<file path="src/rtl/mem_dp_be.sv">
// Simple-dual-port byte-enabled RAM with post-reset clearing FSM, range checking and selectable read-during-write.
// Optional macro MEM_OUT_REG_EN adds a second output register stage (read latency 2).
module mem_dp_be #(
  parameter int DATA_WIDTH = 16,
  parameter int BYTE_W     = 8,
  parameter int MAX_ADR    = 100,
  parameter int ADDRSIZE   = $clog2(MAX_ADR),
  parameter int RDW_MODE   = 0,
  parameter int NBE        = DATA_WIDTH / BYTE_W
) (
  input  logic                  clk,
  input  logic                  rst_n,
  input  logic                  rd_en,
  input  logic [ADDRSIZE-1:0]   rd_addr,
  output logic [DATA_WIDTH-1:0] rd_data,
  output logic                  rd_valid,
  input  logic                  wr_en,
  input  logic [NBE-1:0]        wr_be,
  input  logic [ADDRSIZE-1:0]   wr_addr,
  input  logic [DATA_WIDTH-1:0] wr_data,
  output logic                  busy,
  output logic                  err_addr
);

  typedef enum logic {ST_INIT, ST_READY} state_t;

  // One extra bit so a power-of-two MAX_ADR is representable.
  localparam logic [ADDRSIZE:0]   ADR_LIMIT = (ADDRSIZE + 1)'(MAX_ADR);
  localparam logic [ADDRSIZE-1:0] LAST_ADR  = ADDRSIZE'(MAX_ADR - 1);

  state_t                state, state_nxt;
  logic [ADDRSIZE-1:0]   init_cnt, init_cnt_nxt;
  logic [DATA_WIDTH-1:0] mem [MAX_ADR];

  logic                  rd_ok, wr_ok, rd_req, wr_req, rd_hit;
  logic [DATA_WIDTH-1:0] rd_old, rd_word;
  logic [DATA_WIDTH-1:0] rd_data_p0;
  logic                  vld_p0, err_p0;

  function automatic logic [DATA_WIDTH-1:0] merge_lanes(
    input logic [DATA_WIDTH-1:0] old_w,
    input logic [DATA_WIDTH-1:0] new_w,
    input logic [NBE-1:0]        be
  );
    logic [DATA_WIDTH-1:0] res;
    res = old_w;
    for (int i = 0; i < NBE; i++)
      if (be[i]) res[i*BYTE_W +: BYTE_W] = new_w[i*BYTE_W +: BYTE_W];
    return res;
  endfunction

  always_ff @(posedge clk) begin
    if (!rst_n) begin
      state    <= ST_INIT;
      init_cnt <= '0;
    end else begin
      state    <= state_nxt;
      init_cnt <= init_cnt_nxt;
    end
  end

  always_comb begin
    state_nxt    = state;
    init_cnt_nxt = init_cnt;
    case (state)
      ST_INIT: begin
        init_cnt_nxt = init_cnt + 1'b1;
        if (init_cnt == LAST_ADR) state_nxt = ST_READY;
      end
      ST_READY: state_nxt = ST_READY;
      default:  state_nxt = ST_INIT;
    endcase
  end

  assign busy = (state == ST_INIT);

  always_comb begin
    rd_ok   = {1'b0, rd_addr} < ADR_LIMIT;
    wr_ok   = {1'b0, wr_addr} < ADR_LIMIT;
    rd_req  = rd_en && (state == ST_READY);
    wr_req  = wr_en && (state == ST_READY);
    rd_hit  = wr_req && wr_ok && (wr_addr == rd_addr);
    rd_old  = rd_ok ? mem[rd_addr] : '0;
    rd_word = (RDW_MODE != 0 && rd_hit) ? merge_lanes(rd_old, wr_data, wr_be) : rd_old;
  end

  // Array has no reset; the INIT sweep is what clears it.
  always_ff @(posedge clk) begin
    if (rst_n && state == ST_INIT) begin
      mem[init_cnt] <= '0;
    end else if (rst_n && wr_req && wr_ok) begin
      for (int i = 0; i < NBE; i++)
        if (wr_be[i]) mem[wr_addr][i*BYTE_W +: BYTE_W] <= wr_data[i*BYTE_W +: BYTE_W];
    end
  end

  // Stage p0: first output register, read-during-write resolved here
  always_ff @(posedge clk) begin
    if (!rst_n) begin
      rd_data_p0 <= '0;
      vld_p0     <= 1'b0;
      err_p0     <= 1'b0;
    end else begin
      vld_p0 <= rd_req;
      err_p0 <= (rd_req && !rd_ok) || (wr_req && !wr_ok);
      if (rd_req) rd_data_p0 <= rd_word;
    end
  end

  assign err_addr = err_p0;

`ifdef MEM_OUT_REG_EN
  logic [DATA_WIDTH-1:0] rd_data_p1;
  logic                  vld_p1;

  // Stage p1: optional output register
  always_ff @(posedge clk) begin
    if (!rst_n) begin
      rd_data_p1 <= '0;
      vld_p1     <= 1'b0;
    end else begin
      rd_data_p1 <= rd_data_p0;
      vld_p1     <= vld_p0;
    end
  end

  assign rd_data  = rd_data_p1;
  assign rd_valid = vld_p1;
`else
  assign rd_data  = rd_data_p0;
  assign rd_valid = vld_p0;
`endif

endmodule

</file>
<file path="config.mk">
export PLATFORM = sky130hd
export DESIGN_NAME = mem_dp_be
export DESIGN_NICKNAME = d
export VERILOG_FILES = /design/src/rtl/mem_dp_be.sv
export SDC_FILE = /design/constraint.sdc
export NUM_CORES = 1
export LEC_CHECK = 0
export CAP_MARGIN = 20
export CORE_ASPECT_RATIO = 0.75
export CORE_UTILIZATION = 25
export CTS_CLUSTER_DIAMETER = 80
export CTS_CLUSTER_SIZE = 40
export DETAILED_ROUTE_END_ITERATION = 8
export SLEW_MARGIN = 15
export SYNTH_ARGS = -nofsm -noshare
export SYNTH_HDL_FRONTEND = slang
export SYNTH_SLANG_ARGS = --single-unit
export TNS_END_PERCENT = 10
</file>
<file path="constraint.sdc">
create_clock -name clk -period 5 [get_ports clk]
set_clock_uncertainty 0.1 [all_clocks]
set_input_delay 0.75 -clock clk [delete_from_list [all_inputs] [get_ports clk]]
set_output_delay 0.75 -clock clk [all_outputs]
set_load 0.02 [all_outputs]
</file>
==> results of run 1 <==
-- how the worst min path moves through the flow --
stage,end,slack [ns],cells past startpoint
finish,init_cnt[5],0.51,2
global route,init_cnt[5],0.54,2
CTS,init_cnt[5],0.50,2
detailed placement,init_cnt[5],0.48,2
global placement,init_cnt[5],0.46,2
floorplan,init_cnt[5],0.41,2
-- power groups by stage --
stage | Combinational (mW) | Clock [mW] | Sequential, mW
floorplan | 0.598 | 0 | 15.1
detailed placement | 1.01 | 0 | 15.1
global route | 1.05 | 6.68 | 14.8
global placement | 1.00 | 0 | 15.1
CTS | 1.01 | 6.30 | 14.8
finish | 1.01 | 6.19 | 14.8
-- cell usage after synthesis, types with 12 or more instances --
cell type  count
mux4_2       294
edfxtp_1    1600
o21ai_0       29
a211oi_1      48
nand3_1       22
dfxtp_1       26
buf_1         17
buf_4         13
clkbuf_1      83
mux2_2        25
o22ai_1       68
a2111oi_0     24
nand2_1       60
a22o_1        60
buf_2         72
o221ai_1      37
and2_1        32
nand2b_1      18
nor2_1       208
mux2i_1      218
a221oi_1      12
-- through the flow --
stage,utilization,std cells,power (mW)
floorplan,-,3099,15.7
global placement,0.277,6554,16.1
detailed placement,0.277,6555,16.1
CTS,0.284,6644,22.1
global route,0.284,6644,22.5
finish,0.284,6645,22.0
-- cell type report --
class / instances / area [µm²] / share of cell area
antenna: 1 / 2.50 / 0.0000352
sequential: 1626 / 48600 / 0.683
multi-input combinational: 1269 / 13600 / 0.191
clock inverter: 17 / 205 / 0.00289
clock buffer: 72 / 1440 / 0.0202
tap: 3300 / 4130 / 0.0581
timing repair buffer: 350 / 3150 / 0.0444
inverter: 10 / 37.5 / 0.000528
-- registers in the layout, summed over array words and instances (netlist names) --
register and cells:
init_cnt 7, rd_valid 1, rd_data 16, state 1
mem 1600, err_addr 1
-- worst max-delay path, cell delays in order --
cell and delay (ns):
clkdlybuf4s50_1 0.49, o311ai_1 0.60, or3b_2 0.64, mux2i_1 0.29, nand2_1 0.09, buf_4 0.24, nor2_1 0.85
-- layer usage --
layer  global-route usage  share of wire  vias up
met5                    0       0.000079        -
met4               0.0202          0.014        2
met3               0.0278           0.10      139
met2                0.185           0.43     1468
met1                0.192           0.45    17200
li1                     -              -    13200
-- logic make-up after synthesis --
logic type	after synthesis
muxes	539
xor gates and xnor gates	4
buffers and inverters	204
DFF	1626
AOI/OAI and AO/OA	350
adders and majority gates	1
and+or+nand+nor	375
==> summary.txt, run 1 <==
Synthesis
  • Ys async rst share: 0
  • Synth area leader: edfxtp_1
  • Synth Instances: 3099
  • Main flop type after synthesis: edfxtp_1
  • Compound-cell area share of the yosys netlist: 0.0421
  • Synth Area in Adders: 0.000199
  • Register area share after synthesis: 0.771
  • Multiplexer share of the synthesized area: 0.145
  • Post-Syn Nets: about 3100
  • Mapped Area: 63000 µm²
  • Post-synth EDFFs: 1600
  • FF+latch count, synth: ~1600
  • Synth Area per Inst: 20.3 µm²
  • Synth cell types: 54
  • Simple-Gate Fraction of Synth Area: 0.0265
  • Synth top area share: 0.762
  • XOR/XNOR Fraction of Synth Area: 0.000556
  • Largest family of logic cells by synthesized area: multiplexers
  • Synth warnings: 0
  • Synth area leaders: edfxtp_1 76%, mux4_2 11%, mux2i_1 3.5%, nor2_1 1.2%, a22o_1 0.83%

Pwr
  • Pwr Density: a little over 300 nW/µm²
  • Leak: 22.9 nW
  • P_int: 17.3 mW
  • Clock power frac: 0.282
  • Switching power: 4.68 mW
  • Max VDD drop: 278 µV
  • Sw Ratio: 0.213
  • Gate power share: 0.046
  • Sequential power share: 0.672

Clock tree
  • Root Driver: clkbuf_16
  • CTS Sinks: 1626
  • CTS tree: done
  • H-tree Lvls: 2
  • Later-pin clock latency in the skew report: 0.72 ns
  • Post-CTS setup buffer count: 0
  • CTS resizes: 0
  • Clock Path Buffers: 3
  • Clock-pin slew on the worst setup and hold paths: approximately 0.14 ns
  • # hold bufs at CTS: 0
  • Cts bufs inserted: 50

Floorplan
  • Rows: 159
  • Die width: 582 µm
  • Initial Util: 0.252
  • Core area: 250000 µm²
  • Die Ht: about 440 µm
  • Die ar.: 254000 µm²
  • I/O pin total: 55

STA
  • Slew Limit Fails: 0
  • Hold Vio Cnt, Final: 0
  • Worst hold slack: 0.507 ns
  • RSZ-0062 raised after global routing: no
  • Final Setup Violations: 0
  • Final period util: 0.747
  • Minimum clock period: 3.74 ns
  • Worst slew pin tran: ~1.2 ns
  • Setup_tns: 0 ns
  • Fin worst setup slack: 1.26 ns
  • Relative slew slack: 0.183
  • F_max: approximately 270 MHz

Critical path
  • Crit path launch type: input port
  • Worst path required time: 5.25 ns
  • Critical path endpoint: mem[55][7]
  • Crit. End Element: register
  • Critical Path Source: wr_addr[3]
  • R2R setup slack: between 1 and 1.5 ns
  • R2r startpoint: state
  • Critical Path AT: just under 4 ns
  • Critical path class: in -> reg
  • Reg2Reg Depth: 6
  • Worst reg2reg endpoint: mem[55][7]
  • Highest net fanout along the worst path: 16

GRT
  • Vias in the first global route: 31400
  • Initial antenna violation count: 10
  • First-pass GRT wire length: 236 mm
  • GRT Total Usage: 0.126
  • Largest net degree at the start of global routing: 101
  • GRT overflow: 0

Cells and area
  • Fin nets: about 3300
  • Final instance area: around 70000 µm²
  • Share of layout cells above drive strength 1: 0.216
  • Area Growth Syn to Fin: 12.8%
  • Fillcell total: 24500
  • Most frequent cells in the layout: 1600 x edfxtp_1, 294 x mux4_2, 265 x buf_4
  • Most common cell after layout, fill and taps aside: edfxtp_1

Drt
  • Drt total wl: ~160 mm
  • Iter 0 DRT Violations: 3894
  • Routed len/inst: approximately 25 µm
  • Vias per cell: between 4 and 5
  • Drc violations: 0
  • Drt pass-1 iters: 6
  • Antenna-violating nets left: 0
  • Via count: 31900

Placed design
  • Cell Area, Placed: 69500 µm²
  • HPWL after detailed placement: 107 mm
  • IO buf count: 54
  • Pre-CTS WS: 0.534 ns
  • GPL Wtd Cong: slightly below 0.9

Job
  • Maxcap violations: 0

Run status
  • Status: completed

Hold path
  • Worst hold path type: reg -> reg
  • Min-delay src: init_cnt[5]
(Power assumes the default switching activity.)
==> inputs of run 2 (changes only) <==
==> constraint.sdc (replaced) <==
create_clock -name clk -period 3.5 [get_ports clk]
set_clock_uncertainty 0.1 [all_clocks]
set_input_delay 0.525 -clock clk [delete_from_list [all_inputs] [get_ports clk]]
set_output_delay 0.525 -clock clk [all_outputs]
set_load 0.02 [all_outputs]
==> run 2 against run 1 <==
Compared with the run above:
- via count grew 1.8%
- sequential share of layout area shrank 2.4 points
- critical path depth grew 1
- power grew 43%
- first-iteration DRC count grew 0.67%
- combinational power grew 60%
- core utilization grew 1.0 points
- critical path type unchanged
- largest cell class unchanged
- highest routed layer unchanged
==> summary.txt, run 2 (synthesis results as in run 1) <==
Drt
  • Antenna-violating nets left: 0
  • Vias per cell: ~4.7
  • Drt total wl: 165 mm
  • Drt pass-1 iters: 7
  • Iter 0 DRT Violations: 3920
  • Routed len/inst: 23.9 µm
  • Via count: 32500
  • Drc violations: 0

Floorplan
  • I/O pin total: 55
  • Initial Util: 0.252
  • Rows: around 160
  • Die width: 582 µm
  • Core area: 250000 µm²
  • Die ar.: 254000 µm²
  • Die Ht: 437 µm

GRT
  • Initial antenna violation count: 13
  • Largest net degree at the start of global routing: 101
  • Vias in the first global route: 32300
  • First-pass GRT wire length: 236 mm
  • GRT Total Usage: 0.127
  • GRT overflow: 0

Critical path
  • Crit path cell chain: buf_8 -> buf_12 -> mux4_2 -> a22o_1 -> a2111oi_1 -> buf_4 -> nor3_1 -> or4_1
  • Crit path launch type: input port
  • Largest stage delay on the critical path: 0.83 ns
  • Worst reg2reg endpoint: rd_data[1]
  • R2R setup slack: 0.49 ns
  • R2r startpoint: mem[45][1]
  • Crit. End Element: register
  • Critical path class: in -> reg
  • Highest net fanout along the worst path: 27
  • Critical Path AT: 3.61 ns
  • CP max stage cell: a2111oi_1
  • Worst path required time: approximately 4 ns
  • Reg2Reg Depth: 6

STA
  • Final period util: 0.887
  • Fin worst setup slack: 0.396 ns
  • Worst slew pin tran: 0.981 ns
  • F_max: 322 MHz
  • Relative slew slack: 0.343
  • Final Setup Violations: 0
  • Hold Vio Cnt, Final: 0
  • RSZ-0062 raised after global routing: no
  • Worst hold slack: 0.437 ns
  • Minimum clock period: 3.10 ns
  • Slew Limit Fails: 0

Cells and area
  • Largest Register: mem
  • Share of layout cells above drive strength 1: 0.271
  • Most common cell after layout, fill and taps aside: edfxtp_1
  • Area Growth Syn to Fin: 16.9%
  • Most frequent cells in the layout: 1600 x edfxtp_1, 463 x buf_4, 294 x mux4_2
  • Fin nets: about 3600
  • Fillcell total: 24200
  • Largest register FFs: 1600

Pwr
  • Pwr Density: 427 nW/µm²
  • Leak: around 24 nW
  • Max VDD drop: 394 µV

Placed design
  • Pre-CTS WS: -0.336 ns
  • GPL Wtd Cong: between 0.8 and 0.9
  • IO buf count: 54
  • HPWL after detailed placement: 112 mm

Clock tree
  • Later-pin clock latency in the skew report: 0.70 ns
  • Clock-pin slew on the worst setup and hold paths: 0.14 ns
  • CTS Sinks: 1626
  • Clock Path Buffers: 3
  • Root Driver: clkbuf_16
  • # hold bufs at CTS: 0
  • CTS tree: done
  • Cts bufs inserted: 50
  • H-tree Lvls: 2
  • Post-CTS setup buffer count: 0
  • CTS resizes: 0

Job
  • Maxcap violations: 0

Run status
  • Status: completed

Hold path
  • Endpoint, Worst Hold: mem[43][1]
  • Hold depth: 2
  • Min-delay src: wr_data[1]
  • Worst hold path type: in -> reg
## run 2: report_power, final
group	total, mW	leakage [nW]	switching [mW]	internal [mW]
logic	1.62	7.79	0.920	0.699
clock network	8.79	0.780	5.75	3.04
registers	21.1	15.0	0.0145	21.1
## run 2: worst max-delay path by stage
stage,start,depth (start not counted),slack [ns],endpoint
finish,rd_addr[0],8,0.40,rd_data[1]
global route,rd_addr[0],8,0.26,rd_data[1]
CTS,wr_addr[3],8,0.47,mem[98][11]
detailed placement,wr_addr[3],8,-0.34,mem[98][11]
global placement,wr_addr[3],8,-0.40,mem[98][11]
floorplan,wr_addr[3],4,0.08,mem[0][0]
## run 2: stage by stage
stage	TNS (ns)	power, mW	instance area (µm²)	utilization	std cells
final	0	31.5	73700	0.294	6893
after global routing	0	32.3	73700	0.294	6892
after CTS	0	31.7	73700	0.294	6891
after detailed placement	-183.73	23.1	72100	0.288	6808
after global placement	-266.40	23.1	72100	0.288	6808
after floorplan	0	22.4	63000	-	3099
## run 2: cell type report
class                   count  area (µm²)  area share
flip-flops and latches   1626       48600       0.659
multi-input cells        1269       13600       0.184
repair buffers            603        5760      0.0781
well taps                3300        4130      0.0560
clock buffers              67        1400      0.0190
clock inverters            16         223     0.00302
inverters                  10        37.5    0.000509
diodes                      2        5.00   0.0000679
## run 2: layer usage
metal | vias to the layer above | global-route usage | wire [µm]
li1 | 13700 | - | -
met2 | 1332 | 0.187 | 71300
met1 | 17400 | 0.189 | 74700
met3 | 115 | 0.0327 | 16500
met4 | 2 | 0.0193 | 2350
met5 | - | 0 | 13
## run 2: worst max-delay path, delay by kind of cell
kind	cells	cell delay, ns
buf+inv	3	0.75
compound gates	2	1.09
simple gates	2	0.54
mux	1	0.60
